`config.mk`:
```
export PLATFORM = sky130hd
export DESIGN_NAME = uart_tx_param
export DESIGN_NICKNAME = d
export VERILOG_FILES = /design/src/rtl/uart_tx_param.sv
export SDC_FILE = /design/constraint.sdc
export NUM_CORES = 1
export LEC_CHECK = 0
export CAP_MARGIN = 5
export CORE_MARGIN = 2
export CORE_UTILIZATION = 38
export DETAILED_ROUTE_END_ITERATION = 10
export SYNTH_ARGS = -nofsm -noshare
export SYNTH_HDL_FRONTEND = slang
export SYNTH_SLANG_ARGS = --single-unit
```
`constraint.sdc`:
```
create_clock -name clk -period 3.46 [get_ports clk]
set_clock_uncertainty 0.15 [all_clocks]
set_input_delay 0.346 -clock clk [delete_from_list [all_inputs] [get_ports clk]]
set_output_delay 0.346 -clock clk [all_outputs]
set_load 0.02 [all_outputs]
```
`src/rtl/uart_tx_param.sv`:
```
// uart_tx_param: parameterised UART transmitter, LSB first, optional parity, 1 or 2 stop bits.
// Optional line-break generation (brk input) is compiled in when UART_TX_BREAK_EN is defined.
module uart_tx_param #(
  parameter int CLKS_PER_BIT = 5201,
  parameter int DATA_BITS    = 8,
  parameter int PARITY       = 0,
  parameter int STOP_BITS    = 1
) (
  input  logic                 clk,
  input  logic                 reset,
  input  logic [DATA_BITS-1:0] data_in,
  input  logic                 start,
`ifdef UART_TX_BREAK_EN
  input  logic                 brk,
`endif
  output logic                 tx,
  output logic                 busy,
  output logic                 done
);

  localparam int CNT_W = (CLKS_PER_BIT > 1) ? $clog2(CLKS_PER_BIT) : 1;
  localparam logic [CNT_W-1:0] CNT_LAST  = CNT_W'(CLKS_PER_BIT - 1);
  localparam logic [CNT_W-1:0] CNT_PRE   = CNT_W'(CLKS_PER_BIT - 2);
  localparam logic [3:0]       DATA_LAST = 4'(DATA_BITS - 1);
  localparam logic [3:0]       STOP_LAST = 4'(STOP_BITS - 1);

  typedef enum logic [2:0] {
    S_IDLE    = 3'd0,
    S_START   = 3'd1,
    S_DATA    = 3'd2,
    S_PAR     = 3'd3,
    S_STOP    = 3'd4,
    S_BRK     = 3'd5,
    S_BRK_END = 3'd6
  } state_t;

  state_t                 state_q, state_d;
  logic [CNT_W-1:0]       cnt_q, cnt_d, cnt_nxt;
  logic [3:0]             idx_q, idx_d;
  logic [DATA_BITS-1:0]   shreg_q, shreg_d;
  logic                   par_q, par_d;
  logic                   tx_d, busy_d, done_d;
  logic                   bit_end;

  // Odd parity inverts the XOR so the total count of ones including the parity bit is odd.
  function automatic logic parity_of(input logic [DATA_BITS-1:0] w);
    return (PARITY == 1) ? ~(^w) : (^w);
  endfunction

  assign bit_end = (cnt_q == CNT_LAST);
  assign cnt_nxt = bit_end ? '0 : cnt_q + CNT_W'(1);

  always_comb begin
    state_d = state_q;
    cnt_d   = cnt_q;
    idx_d   = idx_q;
    shreg_d = shreg_q;
    par_d   = par_q;
    done_d  = 1'b0;
    case (state_q)
      S_IDLE: begin
        cnt_d = '0;
        idx_d = '0;
`ifdef UART_TX_BREAK_EN
        if (brk) begin
          state_d = S_BRK;
        end else
`endif
        if (start) begin
          state_d = S_START;
          shreg_d = data_in;
          par_d   = parity_of(data_in);
        end
      end
      S_START: begin
        cnt_d = cnt_nxt;
        if (bit_end) begin
          state_d = S_DATA;
          idx_d   = '0;
        end
      end
      S_DATA: begin
        cnt_d = cnt_nxt;
        if (bit_end) begin
          shreg_d = shreg_q >> 1;
          if (idx_q == DATA_LAST) begin
            idx_d   = '0;
            state_d = (PARITY != 0) ? S_PAR : S_STOP;
          end else begin
            idx_d = idx_q + 4'd1;
          end
        end
      end
      S_PAR: begin
        cnt_d = cnt_nxt;
        if (bit_end) begin
          state_d = S_STOP;
          idx_d   = '0;
        end
      end
      S_STOP: begin
        cnt_d = cnt_nxt;
        // done is registered, so raise it one cycle early to land on the final frame cycle
        if (idx_q == STOP_LAST && cnt_q == CNT_PRE) done_d = 1'b1;
        if (bit_end) begin
          if (idx_q == STOP_LAST) begin
            idx_d   = '0;
            state_d = S_IDLE;
            if (start) begin
              state_d = S_START;
              shreg_d = data_in;
              par_d   = parity_of(data_in);
            end
          end else begin
            idx_d = idx_q + 4'd1;
          end
        end
      end
`ifdef UART_TX_BREAK_EN
      S_BRK: begin
        cnt_d = '0;
        if (!brk) state_d = S_BRK_END;
      end
      S_BRK_END: begin
        cnt_d = cnt_nxt;
        if (bit_end) state_d = S_IDLE;
      end
`endif
      default: begin
        state_d = S_IDLE;
        cnt_d   = '0;
        idx_d   = '0;
      end
    endcase

    tx_d   = 1'b1;
    busy_d = 1'b1;
    case (state_d)
      S_IDLE:    busy_d = 1'b0;
      S_START:   tx_d   = 1'b0;
      S_DATA:    tx_d   = shreg_d[0];
      S_PAR:     tx_d   = par_d;
      S_STOP:    tx_d   = 1'b1;
`ifdef UART_TX_BREAK_EN
      S_BRK:     tx_d   = 1'b0;
      S_BRK_END: tx_d   = 1'b1;
`endif
      default:   busy_d = 1'b0;
    endcase
  end

  always_ff @(posedge clk or negedge reset) begin
    if (!reset) begin
      state_q <= S_IDLE;
      cnt_q   <= '0;
      idx_q   <= '0;
      shreg_q <= '0;
      par_q   <= 1'b0;
      tx      <= 1'b1;
      busy    <= 1'b0;
      done    <= 1'b0;
    end else begin
      state_q <= state_d;
      cnt_q   <= cnt_d;
      idx_q   <= idx_d;
      shreg_q <= shreg_d;
      par_q   <= par_d;
      tx      <= tx_d;
      busy    <= busy_d;
      done    <= done_d;
    end
  end

endmodule

```
==> flow_summary.json <==
{
  "ys_dominant_reg_cell": "sky130_fd_sc_hd__dfrtp_1",
  "cp_data_required_time_ns": 3.51,
  "placed_cells": 241,
  "design.die.area_um2": 5340,
  "synth.lib_cells_used.distinct": 48,
  "grt_first_pass_wirelength_um": 5950,
  "critPathArrivalTime_ns": 2.63,
  "total_drc_errors_in_the_routed_layout": 0,
  "power_density_nw_per_um2": 468,
  "initialDrtViolationCount": 101,
  "synth_area_per_cell_um2": 10.2,
  "global_route.overflow_total": 0,
  "yosysTopAreaCellShare_pct": 42.8,
  "vias_in_the_first_global_route": 1320,
  "synth.cell_area_um2": 1810,
  "clock_insertion_delay_worst_skew_ns": 0.28,
  "main_area_contributors_after_synthesis": "sky130_fd_sc_hd__dfrtp_1 (43%), sky130_fd_sc_hd__xnor2_1 (7.2%), sky130_fd_sc_hd__nand2_1 (4.1%)",
  "cts.hold.buffers_added": 0,
  "grt_antenna_before_repair": 0,
  "wl_um": 3470,
  "worst_setup_path_startpoint": "cnt_q[8]$_DFF_PN0_",
  "routed-via-count": 1344,
  "antenna_violating_nets_left": 0,
  "place.gp.congestion": 0.790,
  "setup-tns-final_ns": 0,
  "list_of_most_frequent_post_synthesis_cells": "sky130_fd_sc_hd__dfrtp_1 (31), sky130_fd_sc_hd__nand2_1 (20), sky130_fd_sc_hd__nor2_1 (18)",
  "final.period_utilization_pct": 74.3,
  "io-pin-count": 14,
  "number_of_storage_elements_in_the_synthesis_netlist": 32,
  "asyncSetResetFlopFracSynth_pct": 100,
  "max_slew_violation_count": 0,
  "yosys.area.top_type": "sky130_fd_sc_hd__dfrtp_1",
  "tritoncts_clock_tree": "done",
  "global_route.usage.total_pct": 14.7,
  "wl_per_cell_um": 14.0,
  "slew_hr_pct": 63.2,
  "power.static_leakage_nw": 0.881,
  "drive_above_1_share_pct": 13.4,
  "die_x_um": 73.1,
  "cts_made_buffers": 5,
  "cts_post_setup_buffers_inserted": 0,
  "setup_viol": 0,
  "hold_class": "input pin to asynchronous set/reset pin",
  "placement_row_count": 25,
  "sequential_share_of_the_synthesized_area_pct": 44.2,
  "tritoncts_sinks": 32,
  "report.final.hold_viol_count": 0,
  "drt_pre_antenna_iters": 4,
  "yosysMostFrequentCell": "sky130_fd_sc_hd__dfrtp_1",
  "critical_path_peak_fanout": 13,
  "clk_pin_slew_worst_paths_ns": 0.07,
  "placed_cell_area_um2": 1980,
  "grt_max_degree": 33,
  "regToRegStartpoint": "cnt_q[8]$_DFF_PN0_",
  "cts-resized-gates": 0,
  "n_antenna_cell": 0,
  "synthCells": 177,
  "outcome": "finished, final reports clean",
  "drt-vias-per-instance": 5.42,
  "core_area_um2": 4660,
  "rsz0062_at_grt": "no",
  "stdcell_count": 248,
  "floorplan.die.height_um": 73.1,
  "synth_warnings": 0,
  "fmax_ghz": 0.389,
  "post-route-cell-area_um2": 2060,
  "worst_pin_slew_ns": 0.551,
  "syn_to_final_growth_pct": 13.4,
  "num-nets-final": 209,
  "maxCapViolCount": 0,
  "synth_enable_flop_cells": 0,
  "cp-start-kind": "register",
  "max-clock-path-buffers": 2,
  "dp_hpwl_um": 2540,
  "max-vdd-ir-drop_uv": 299,
  "synth.net_count": 192,
  "htree_num_levels": 2,
  "crit_path_end_kind": "register",
  "root_buffer": "sky130_fd_sc_hd__clkbuf_8",
  "hold_ws_ns": 0.308,
  "portBuffers": 13,
  "cp_class": "register to register",
  "timing.final.crit_period_ns": 2.57,
  "initial_cell_density_of_the_core_pct": 38.9
}
==> state kept, by name (all words and copies together), names as in the netlist <==
signal	count
state_q	3
shreg_q	8
cnt_q	13
idx_q	4
par_q	1
done	1
busy	1
tx	1
==> placed cells by master (no fill, tap or decap), types with 3 or more instances in the layout <==
cell                              synthesis  routed
sky130_fd_sc_hd__a22oi_1                  6       6
sky130_fd_sc_hd__and3_1                   3       3
sky130_fd_sc_hd__clkdlybuf4s50_1          0      13
sky130_fd_sc_hd__nand3_1                 10      10
sky130_fd_sc_hd__clkbuf_8                 1       5
sky130_fd_sc_hd__or3b_2                   4       4
sky130_fd_sc_hd__xnor2_1                 15      15
sky130_fd_sc_hd__ha_1                     4       4
sky130_fd_sc_hd__o21ai_0                  5       5
sky130_fd_sc_hd__xor2_1                   4       4
sky130_fd_sc_hd__inv_1                    8       8
sky130_fd_sc_hd__dfrtp_1                 31      31
sky130_fd_sc_hd__nor4_1                   4       4
sky130_fd_sc_hd__nor2_1                  18      18
sky130_fd_sc_hd__nand2_1                 20      20
sky130_fd_sc_hd__nand3b_1                 3       3
sky130_fd_sc_hd__nor3_1                   4       4
==> critical path, stage by stage (launching register included) <==
cell and delay, ns:
sky130_fd_sc_hd__dfrtp_1 0.44, sky130_fd_sc_hd__or4b_4 0.61, sky130_fd_sc_hd__nor3_4 0.26, sky130_fd_sc_hd__a21o_2 0.30, sky130_fd_sc_hd__mux2_2 0.38, sky130_fd_sc_hd__a311o_1 0.36
==> cell type report <==
cell class                      count  area (um2)
Timing Repair Buffer               14         138
Clock inverter                      1        5.00
Multi-Input combinational cell    133         942
Inverter                            8        30.0
Fill cell                         438        2600
Clock buffer                        6        72.6
Tap cell                           54        67.6
Sequential cell                    32         802
==> routing by layer <==
layer | up-vias | wire length [um] | global-route usage, %
met5 | - | 0 | 0
met4 | 0 | 80 | 8.64
met3 | 9 | 109 | 3.87
met2 | 24 | 1600 | 21.5
met1 | 650 | 1680 | 19.5
li1 | 661 | - | -
==> kinds of logic (layout without fill, tap and decap cells) <==
logic type	after synthesis	in the layout	share of synthesized area, %
flip-flops	32	32	44.2
AND/OR/NAND/NOR	84	84	29.0
buffers and inverters	12	29	3.86
multiplexers	1	1	0.621
AO/OA/AOI/OAI	25	25	10.4
adder cells (fa/ha/maj)	4	4	2.76
XOR/XNOR	19	19	9.17
==> per-stage QoR <==
step           util (%)  total power [mW]  setup WS [ns]
6_report           44.1             0.963          0.888
5_1_grt            44.1              1.03          0.781
4_1_cts            44.1             0.977          0.890
3_5_place_dp       42.5             0.708          0.790
3_3_place_gp       42.5             0.694          0.818
2_1_floorplan         -             0.643           1.13
==> final timing paths <==
path | to | depth (start not counted) | slack, ns
max | tx$_DFF_PN1_ | 5 | 0.89
min | shreg_q[4]$_DFFE_PN0P_ | 2 | 0.31
max reg2reg | tx$_DFF_PN1_ | 5 | 0.89
min reg2reg | shreg_q[2]$_DFFE_PN0P_ | 2 | 0.32
max in group asynchronous | tx$_DFF_PN1_ | 2 | 2.53
min in group clk | shreg_q[2]$_DFFE_PN0P_ | 2 | 0.32
==> power breakdown <==
group,leakage [nW],internal [mW],switching (mW)
Clock,0.0410,0.136,0.126
Combinational,0.427,0.102,0.0912
Sequential,0.413,0.442,0.0645
Note: power is estimated with default switching activity, not from simulation.
